**config.mk**
```make
export PLATFORM = sky130hd
export DESIGN_NAME = alu_arbiter
export DESIGN_NICKNAME = d
export VERILOG_FILES = /design/src/rtl/alu_arbiter.sv
export SDC_FILE = /design/constraint.sdc
export NUM_CORES = 1
export LEC_CHECK = 0
export CAP_MARGIN = 20
export CORE_MARGIN = 2
export CORE_UTILIZATION = 33
export DETAILED_ROUTE_END_ITERATION = 16
export HOLD_SLACK_MARGIN = 0.03
export PLACE_DENSITY = 0.68
export SYNTH_ARGS = -nofsm -noshare
export SYNTH_HDL_FRONTEND = slang
export SYNTH_SLANG_ARGS = --single-unit
```
**constraint.sdc**
```tcl
create_clock -name clk -period 1.9 [get_ports clk]
set_input_delay 0.38 -clock clk [delete_from_list [all_inputs] [get_ports clk]]
set_output_delay 0.38 -clock clk [all_outputs]
set_load 0.005 [all_outputs]
```
**src/rtl/alu_arbiter.sv**
```systemverilog
// Arbitrates two requesters onto one external ALU; one op in flight, result valid 2 cycles after grant.
// Response is held until the owner's rsp ready; both request readys stay low from grant to response handshake.
module alu_arbiter #(
  parameter int WIDTH      = 32,
  parameter int OPW        = 5,
  parameter int FIXED_PRIO = 0,
  parameter int CNTW       = 16
) (
  input  logic             clk,
  input  logic             rst_n,

  input  logic             req0_valid,
  output logic             req0_ready,
  input  logic [WIDTH-1:0] req0_a,
  input  logic [WIDTH-1:0] req0_b,
  input  logic [OPW-1:0]   req0_op,

  input  logic             req1_valid,
  output logic             req1_ready,
  input  logic [WIDTH-1:0] req1_a,
  input  logic [WIDTH-1:0] req1_b,
  input  logic [OPW-1:0]   req1_op,

  output logic             rsp0_valid,
  input  logic             rsp0_ready,
  output logic [WIDTH-1:0] rsp0_y,
  output logic             rsp0_zero,

  output logic             rsp1_valid,
  input  logic             rsp1_ready,
  output logic [WIDTH-1:0] rsp1_y,
  output logic             rsp1_zero,

  output logic [WIDTH-1:0] alu_a,
  output logic [WIDTH-1:0] alu_b,
  output logic [OPW-1:0]   alu_op,
  input  logic [WIDTH-1:0] alu_y,
  input  logic             alu_zero,

  output logic [CNTW-1:0]  ops_done
);

  typedef enum logic [1:0] {IDLE, EXEC, RESP} state_t;

  state_t state;
  logic   owner;
  logic   last_grant;
  logic   win1;
  logic   owner_rsp_ready;

  // Port 1 wins when alone, or on a tie under round-robin when port 0 had the last grant.
  assign win1 = req1_valid && (!req0_valid || (FIXED_PRIO == 0 && !last_grant));

  assign req0_ready = rst_n && (state == IDLE) && req0_valid && !win1;
  assign req1_ready = rst_n && (state == IDLE) && win1;

  assign owner_rsp_ready = owner ? rsp1_ready : rsp0_ready;

  always_ff @(posedge clk) begin
    if (!rst_n) begin
      state      <= IDLE;
      owner      <= 1'b0;
      last_grant <= 1'b1;
      alu_a      <= '0;
      alu_b      <= '0;
      alu_op     <= '0;
      rsp0_valid <= 1'b0;
      rsp0_y     <= '0;
      rsp0_zero  <= 1'b0;
      rsp1_valid <= 1'b0;
      rsp1_y     <= '0;
      rsp1_zero  <= 1'b0;
      ops_done   <= '0;
    end else begin
      case (state)
        IDLE: begin
          if (req0_ready || req1_ready) begin
            alu_a      <= win1 ? req1_a  : req0_a;
            alu_b      <= win1 ? req1_b  : req0_b;
            alu_op     <= win1 ? req1_op : req0_op;
            owner      <= win1;
            last_grant <= win1;
            state      <= EXEC;
          end
        end
        EXEC: begin
          // ALU output settles from the operand registers within this cycle.
          if (owner) begin
            rsp1_y     <= alu_y;
            rsp1_zero  <= alu_zero;
            rsp1_valid <= 1'b1;
          end else begin
            rsp0_y     <= alu_y;
            rsp0_zero  <= alu_zero;
            rsp0_valid <= 1'b1;
          end
          state <= RESP;
        end
        RESP: begin
          if (owner_rsp_ready) begin
            rsp0_valid <= 1'b0;
            rsp1_valid <= 1'b0;
            ops_done   <= ops_done + 1'b1;
            state      <= IDLE;
          end
        end
        default: state <= IDLE;
      endcase
    end
  end

endmodule

```
==> results.py <==
metrics = {
    "sta": {
        "slew_viol_final": 0,
        "min_period_ns": 1.822,
        "worst_slew_pin_slew_ns": 0.6071,
        "slew_headroom_pct": 58.37,
        "period_share_pct": 95.91,
        "hold_slack_ns": 0.4505,
        "worst_clock_skew_ns": 0.01306,
        "finalSetupViolCount": 0,
        "rsz0062_at_grt": "false",
        "hold_viol": 0,
        "max_freq_ghz": 0.5488,
        "setup_tns_ns": 0,
    },
    "critical_path": {
        "cp-startpoint": "ops_done[7]$_SDFFE_PN0P_",
        "worstPathCellList": "clkdlybuf4s50_1",
        "r2r-end": "ops_done[8]$_SDFFE_PN0P_",
        "reg2reg_slack_ns": 0.25,
        "crit_path_start_kind": "register",
        "cp.arrival_ns": 1.44,
        "cp_max_fo": 6,
        "cpLargestDelayFamily": "buffers and inverters",
        "endpoint": "ops_done[7]",
        "r2r-start": "owner$_SDFFE_PN0P_",
        "r2r_cells": 4,
        "cpMaxStageDelayCell": "clkdlybuf4s50_1",
        "critPathCaptureType": "output port",
        "cp_data_required_time_ns": 1.52,
        "crit_cells": 1,
        "worstSetupPathType": "register to output port",
        "crit_path_max_incr_delay_ns": 0.56,
        "worst-path-buf-inv": 1,
    },
    "layout": {
        "stdcell_count": 1278,
        "layout-drive-gt1-share_pct": 6.232,
        "fin_area_um2": 10600,
        "fin_util_pct": 56.66,
        "area_growth_pct": 68.41,
        "fin_nets": 1208,
    },
    "hold_path": {
        "hp-class": "register to register",
    },
    "floorplanning": {
        "die_area_um2": 20190,
        "die_h_um": 142.1,
        "rows": 50,
        "die_w_um": 142.1,
        "io_pins": 332,
        "initial_core_util_pct": 33.65,
        "core_um2": 18710,
    },
    "synthesis": {
        "yosysWarnings": 0,
        "synth.net_count": 887,
        "syn_area_um2": 6294,
        "avgSynthCellArea_um2": 8.877,
        "synth_top_flop_cell": "dfxtp_1",
        "synth_edf_count": 0,
        "synthArstFlopShare_pct": 0,
        "synth_cell_types": 37,
        "synth-seq-cells": 157,
        "synth_cells": 709,
        "seq_area_frac_synth_pct": 49.94,
    },
    "cts": {
        "clockBufferDepth": 2,
        "cts_tree": "built",
        "cts.sinks": 157,
        "cts_max_level": 4,
        "clk_pin_slew_ns": 0.07,
        "cts-root-buf": "clkbuf_16",
        "cts_made_buffers": 17,
        "ctsHoldBuffers": 0,
        "worstSkewPairLatency_ns": 0.42,
    },
    "routing": {
        "drt_iter0_drc": 227,
        "route.vias.total": 6172,
        "drt-wirelength-per-cell_um": 15.84,
        "ant_nets": 0,
        "post-route-drc-count": 0,
        "finalWirelength_um": 20240,
        "vias_per_cell": 4.829,
        "dr.pass1.iters": 4,
    },
    "status": {
        "status": "complete, no violations",
    },
    "place": {
        "dp_hpwl_um": 15090,
        "port_buffers": 331,
        "dp_cells": 1245,
        "post_dp_cell_area_um2": 10020,
        "gp_congestion": 0.7716,
    },
    "grt": {
        "antenna_found_initial": 1,
        "grt_pass1_wl_um": 31240,
        "grt_max_degree": 49,
        "grtUsageTotal_pct": 19.85,
        "grt_pass1_vias": 5888,
        "overflow": 0,
    },
    "run": {
        "cap_violations": 0,
    },
    "pwr": {
        "ir_drop_mv": 0.5594,
        "power_leakage_nw": 3.849,
        "power_density_nw_per_um2": 817.7,
    },
}
==> cell type report <==
| type | instances | area [um2] |
|---|---|---|
| Antenna cell | 1 | 2.502 |
| Clock buffer | 19 | 452.9 |
| Clock inverter | 13 | 128.9 |
| Fill cell | 1682 | 8107 |
| Inverter | 2 | 10.01 |
| Multi-Input combinational cell | 495 | 2903 |
| Sequential cell | 157 | 3143 |
| Tap cell | 234 | 292.8 |
| Timing Repair Buffer | 357 | 3666 |
==> metal layers <==
layer / vias to the layer above / GRT usage (%) / part of all wire (%)
li1: 3100 / - / -
met1: 2809 / 22.77 / 40
met2: 237 / 32.72 / 47
met3: 26 / 8.950 / 10
met4: 0 / 7.105 / 1.8
met5: - / 0 / 0
==> state kept, by name, indices dropped and copies added (netlist names) <==
| name | count |
|---|---|
| alu_op | 5 |
| rsp1_zero | 1 |
| ops_done | 16 |
| owner | 1 |
| rsp0_zero | 1 |
| last_grant | 1 |
| rsp0_valid | 1 |
| rsp1_y | 32 |
| alu_b | 32 |
| alu_a | 32 |
| state | 2 |
| rsp1_valid | 1 |
| rsp0_y | 32 |
==> cell usage after synthesis (all sizes together) (2+ instances only) <==
library cell,n,share of area (%)
a21oi,72,5.7
nor3,2,0.16
a211oi,69,8.2
and3,4,0.40
nor2,83,5.0
nor2b,2,0.20
nand4,5,0.74
dfxtp,157,50
o211ai,3,0.36
xor2,4,0.56
nand2b,6,0.60
clkbuf,23,1.4
o21ai,2,0.16
o31ai,2,0.24
nand3,6,0.48
and4b,2,0.32
xnor2,4,0.56
or3,2,0.20
nand2,143,8.5
mux2i,73,12
buf,32,2.7
==> worst min-delay path by stage <==
| stage | slack, ns | cells past startpoint | endpoint | from |
|---|---|---|---|---|
| floorplan | 0.45 | 2 | rsp0_y[0]$_SDFFE_PN0P_ | rsp0_y[0]$_SDFFE_PN0P_ |
| global placement | 0.44 | 2 | rsp1_y[23]$_SDFFE_PN0P_ | rsp1_y[23]$_SDFFE_PN0P_ |
| detailed placement | 0.45 | 2 | rsp0_y[29]$_SDFFE_PN0P_ | rsp0_y[29]$_SDFFE_PN0P_ |
| CTS | 0.45 | 2 | rsp0_zero$_SDFFE_PN0P_ | rsp0_zero$_SDFFE_PN0P_ |
| global route | 0.47 | 2 | rsp0_y[8]$_SDFFE_PN0P_ | rsp0_y[8]$_SDFFE_PN0P_ |
| finish | 0.45 | 2 | rsp0_y[22]$_SDFFE_PN0P_ | rsp0_y[22]$_SDFFE_PN0P_ |
==> kinds of logic (layout without fill, tap and decap cells) <==
kind of cell	count (synthesis)	in the layout	share of synthesized area (%)
AO/OA/AOI/OAI	151	151	15.11
XOR/XNOR	8	8	1.113
adder cells (fa/ha/maj)	1	1	0.1988
buffers and inverters	57	391	4.235
flip-flops	157	157	49.94
multiplexers	74	74	11.85
other	0	1	0
AND/OR/NAND/NOR	261	261	17.55
==> through the flow <==
step	setup slack, ns	total power, mW
after floorplan	0.4003	4.342
after global placement	-0.2083	5.374
after detailed placement	-0.2571	5.394
after CTS	0.04724	8.794
after global routing	0.007040	9.081
final	0.07780	8.666
==> placed cells by master (no fill, tap or decap), drive strengths merged, types with 2 or more instances in the layout <==
master / count
nor2b: 2
nor3: 2
nand2: 143
dfxtp: 157
o31ai: 2
nand3: 6
and4b: 2
a21oi: 72
clkinvlp: 4
nand2b: 6
and3: 4
dlygate4sd2: 4
inv: 9
mux2i: 73
a211oi: 69
nand4: 5
xnor2: 4
or3: 2
xor2: 4
clkbuf: 19
nor2: 83
buf: 26
clkdlybuf4s50: 327
o211ai: 3
o21ai: 2
==> power breakdown <==
part           total, mW  internal (mW)  switching, mW
Combinational       1.67           1.01          0.662
Sequential          3.63           3.51          0.120
Clock               3.36           1.91           1.46
Total               8.67           6.43           2.24
==> repair_timing <==
| item | in CTS | in global routing |
|---|---|---|
| endpoints found under the setup margin | 2 | 0 |
| resized for setup | 4 | 0 |
| hold endpoints to repair | 0 | 0 |
| buffers inserted | 0 | 0 |
Note: power is estimated with default switching activity, not from simulation.
==> RTL edit: new RTL, same settings <==
`WIDTH`: 32 -> 16.
--- a/src/rtl/alu_arbiter.sv
+++ b/src/rtl/alu_arbiter.sv
@@ -1,7 +1,7 @@
 // Arbitrates two requesters onto one external ALU; one op in flight, result valid 2 cycles after grant.
 // Response is held until the owner's rsp ready; both request readys stay low from grant to response handshake.
 module alu_arbiter #(
-  parameter int WIDTH      = 32,
+  parameter int WIDTH      = 16,
   parameter int OPW        = 5,
   parameter int FIXED_PRIO = 0,
   parameter int CNTW       = 16
Ports: changed (9 resized); port bits go from 332 to 188. The function was not compared with the original's and may differ.
==> RTL edit against the original RTL <==
Register-to-register slack worse by 0.15 ns; sequential power decreased by 41%; clock power shrank 47%; worst hold slack improved by 0.0019 ns; worst setup slack got worse by 0.027 ns; synthesized area down 40%; via count shrank 40%; power down 44%; sequential cell count shrank 64; design area fell by 42%; wire length fell by 44%.
==> RTL edit: results (changes against the original RTL) <==
Run status
  – Status: finished clean

Yosys
  – Unique masters post-synth: 39 (+5.4%)
  – Syn_area_per_cell: 8.78 um2 (-1.1%)
  – Top FF cell, synth: dfxtp_1
  – Mapped Nets: 525 (-41%)
  – Seq/Total Area, Yosys: 49.6% (-0.29 points)
  – Most instantiated cells after synthesis: dfxtp_1 (93), nand2_1 (75), nor2_1 (52)

Cells and area
  – Inverter count: 3 (+1)
  – Buffers excl. clock: 208 (-42%)
  – Post-route insts no fill: 761 (-40%)
  – Fraction of area in multi-input gates: 28.7% (+1.3 points)
  – Final-stage net count: 714 (-41%)
  – Clock buffer cells: 10 (-9)
  – # diodes: 0 (-1)
  – # fillers: 994 (-41%)
  – Multi-input gates: 301 (-39%)
  – Fraction of area in registers: 30.1% (+0.41 points)
  – FF+latch area: 1860 um2 (-41%)
  – Clock network share of area: 4.73% (-0.76 points)

Place
  – Gpl congestion: 0.768 (-0.48%)
  – Dpl hpwl: 8.51 mm (-44%)
  – Inst Count DP: 744 (-40%)
  – DP Area: 5890 um2 (-41%)
  – Port Buf Inserts: 187 (-44%)

Global route
  – Met2 Usage GRT: 31.0% (-1.7 points)
  – Initial antenna violation count: 0 (-1)
  – GRT met3 Usage: 7.63% (-1.3 points)
  – GR Util met1: 21.0% (-1.8 points)
  – Global-route wire length before repair: 18.2 mm (-42%)
  – Vias in the first global route: 3752 (-36%)
  – Gr usage total: 18.5% (-1.4 points)

Min path
  – Hold Path End: rsp0_y[13]
  – Min-Delay Startpoint: rsp0_y[13]

Critical path
  – CP max stage delay: 0.48 ns (-0.08 ns)
  – Reg2reg path depth: 5 (+1)
  – CP endpoint: req1_ready
  – CP arrival: 1.47 ns (+0.03 ns)
  – Critical R2R Launch: ops_done[1]
  – CP Launch Point: req1_valid
  – Crit-path max FO: 4 (-2)
  – Critical R2R Capture: ops_done[12]

Clock network
  – Skew-Pair Late Insertion Delay: 0.34 ns (-0.08 ns)
  – Clock sinks: 93 (-41%)
  – CTS resizes: 5 (+1)
  – # H-tree levels: 3 (-1)
  – Num CTS Buffers: 9 (-8)

Routing
  – Met2 routed WL: 5.47 mm (-43%)
  – Metal3 WL: 1.09 mm (-48%)
  – Drt first-iter violations: 152 (-33%)
  – Wl on met1: 4.64 mm (-43%)
  – Detailed-route wire length per cell: 15.0 um (-5.5%)

Power
  – Leakage dissipation: 2.20 nW (-43%)
  – VDD IR max: 0.000359 V (-36%)

Timing
  – Rel. slew slack: 52.4% (-5.9 points)
==> RTL edit: changes by cell type after synthesis, moves of 30 or more <==
cell	unedited run	this run
nand2_1	143	75
dfxtp_1	157	93
a211oi_1	69	37
a21oi_1	72	40
mux2i_1	73	39
nor2_1	82	52
==> RTL edit: through the flow <==
step	power, mW	setup slack (ns)
floorplan	2.53	0.155
global placement	3.09	-0.307
detailed placement	3.10	-0.307
CTS	4.88	0.0151
global route	5.06	-0.00758
finish	4.82	0.0512
==> RTL edit: cells by family after synthesis <==
| kind of cell | Yosys count | synth area share, % |
|---|---|---|
| adders and majority gates | 1 | 0.334 |
| DFF | 93 | 49.6 |
| buffers and inverters | 33 | 3.44 |
| and+or+nand+nor | 162 | 18.8 |
| xor gates and xnor gates | 10 | 2.34 |
| AOI/OAI and AO/OA | 89 | 15.1 |
| muxes | 39 | 10.4 |
==> RTL edit: power by group <==
part,switching [mW],internal (mW),leakage (nW)
clock,0.751,1.02,0.138
combinational,0.364,0.546,1.30
sequential,0.0702,2.07,0.760
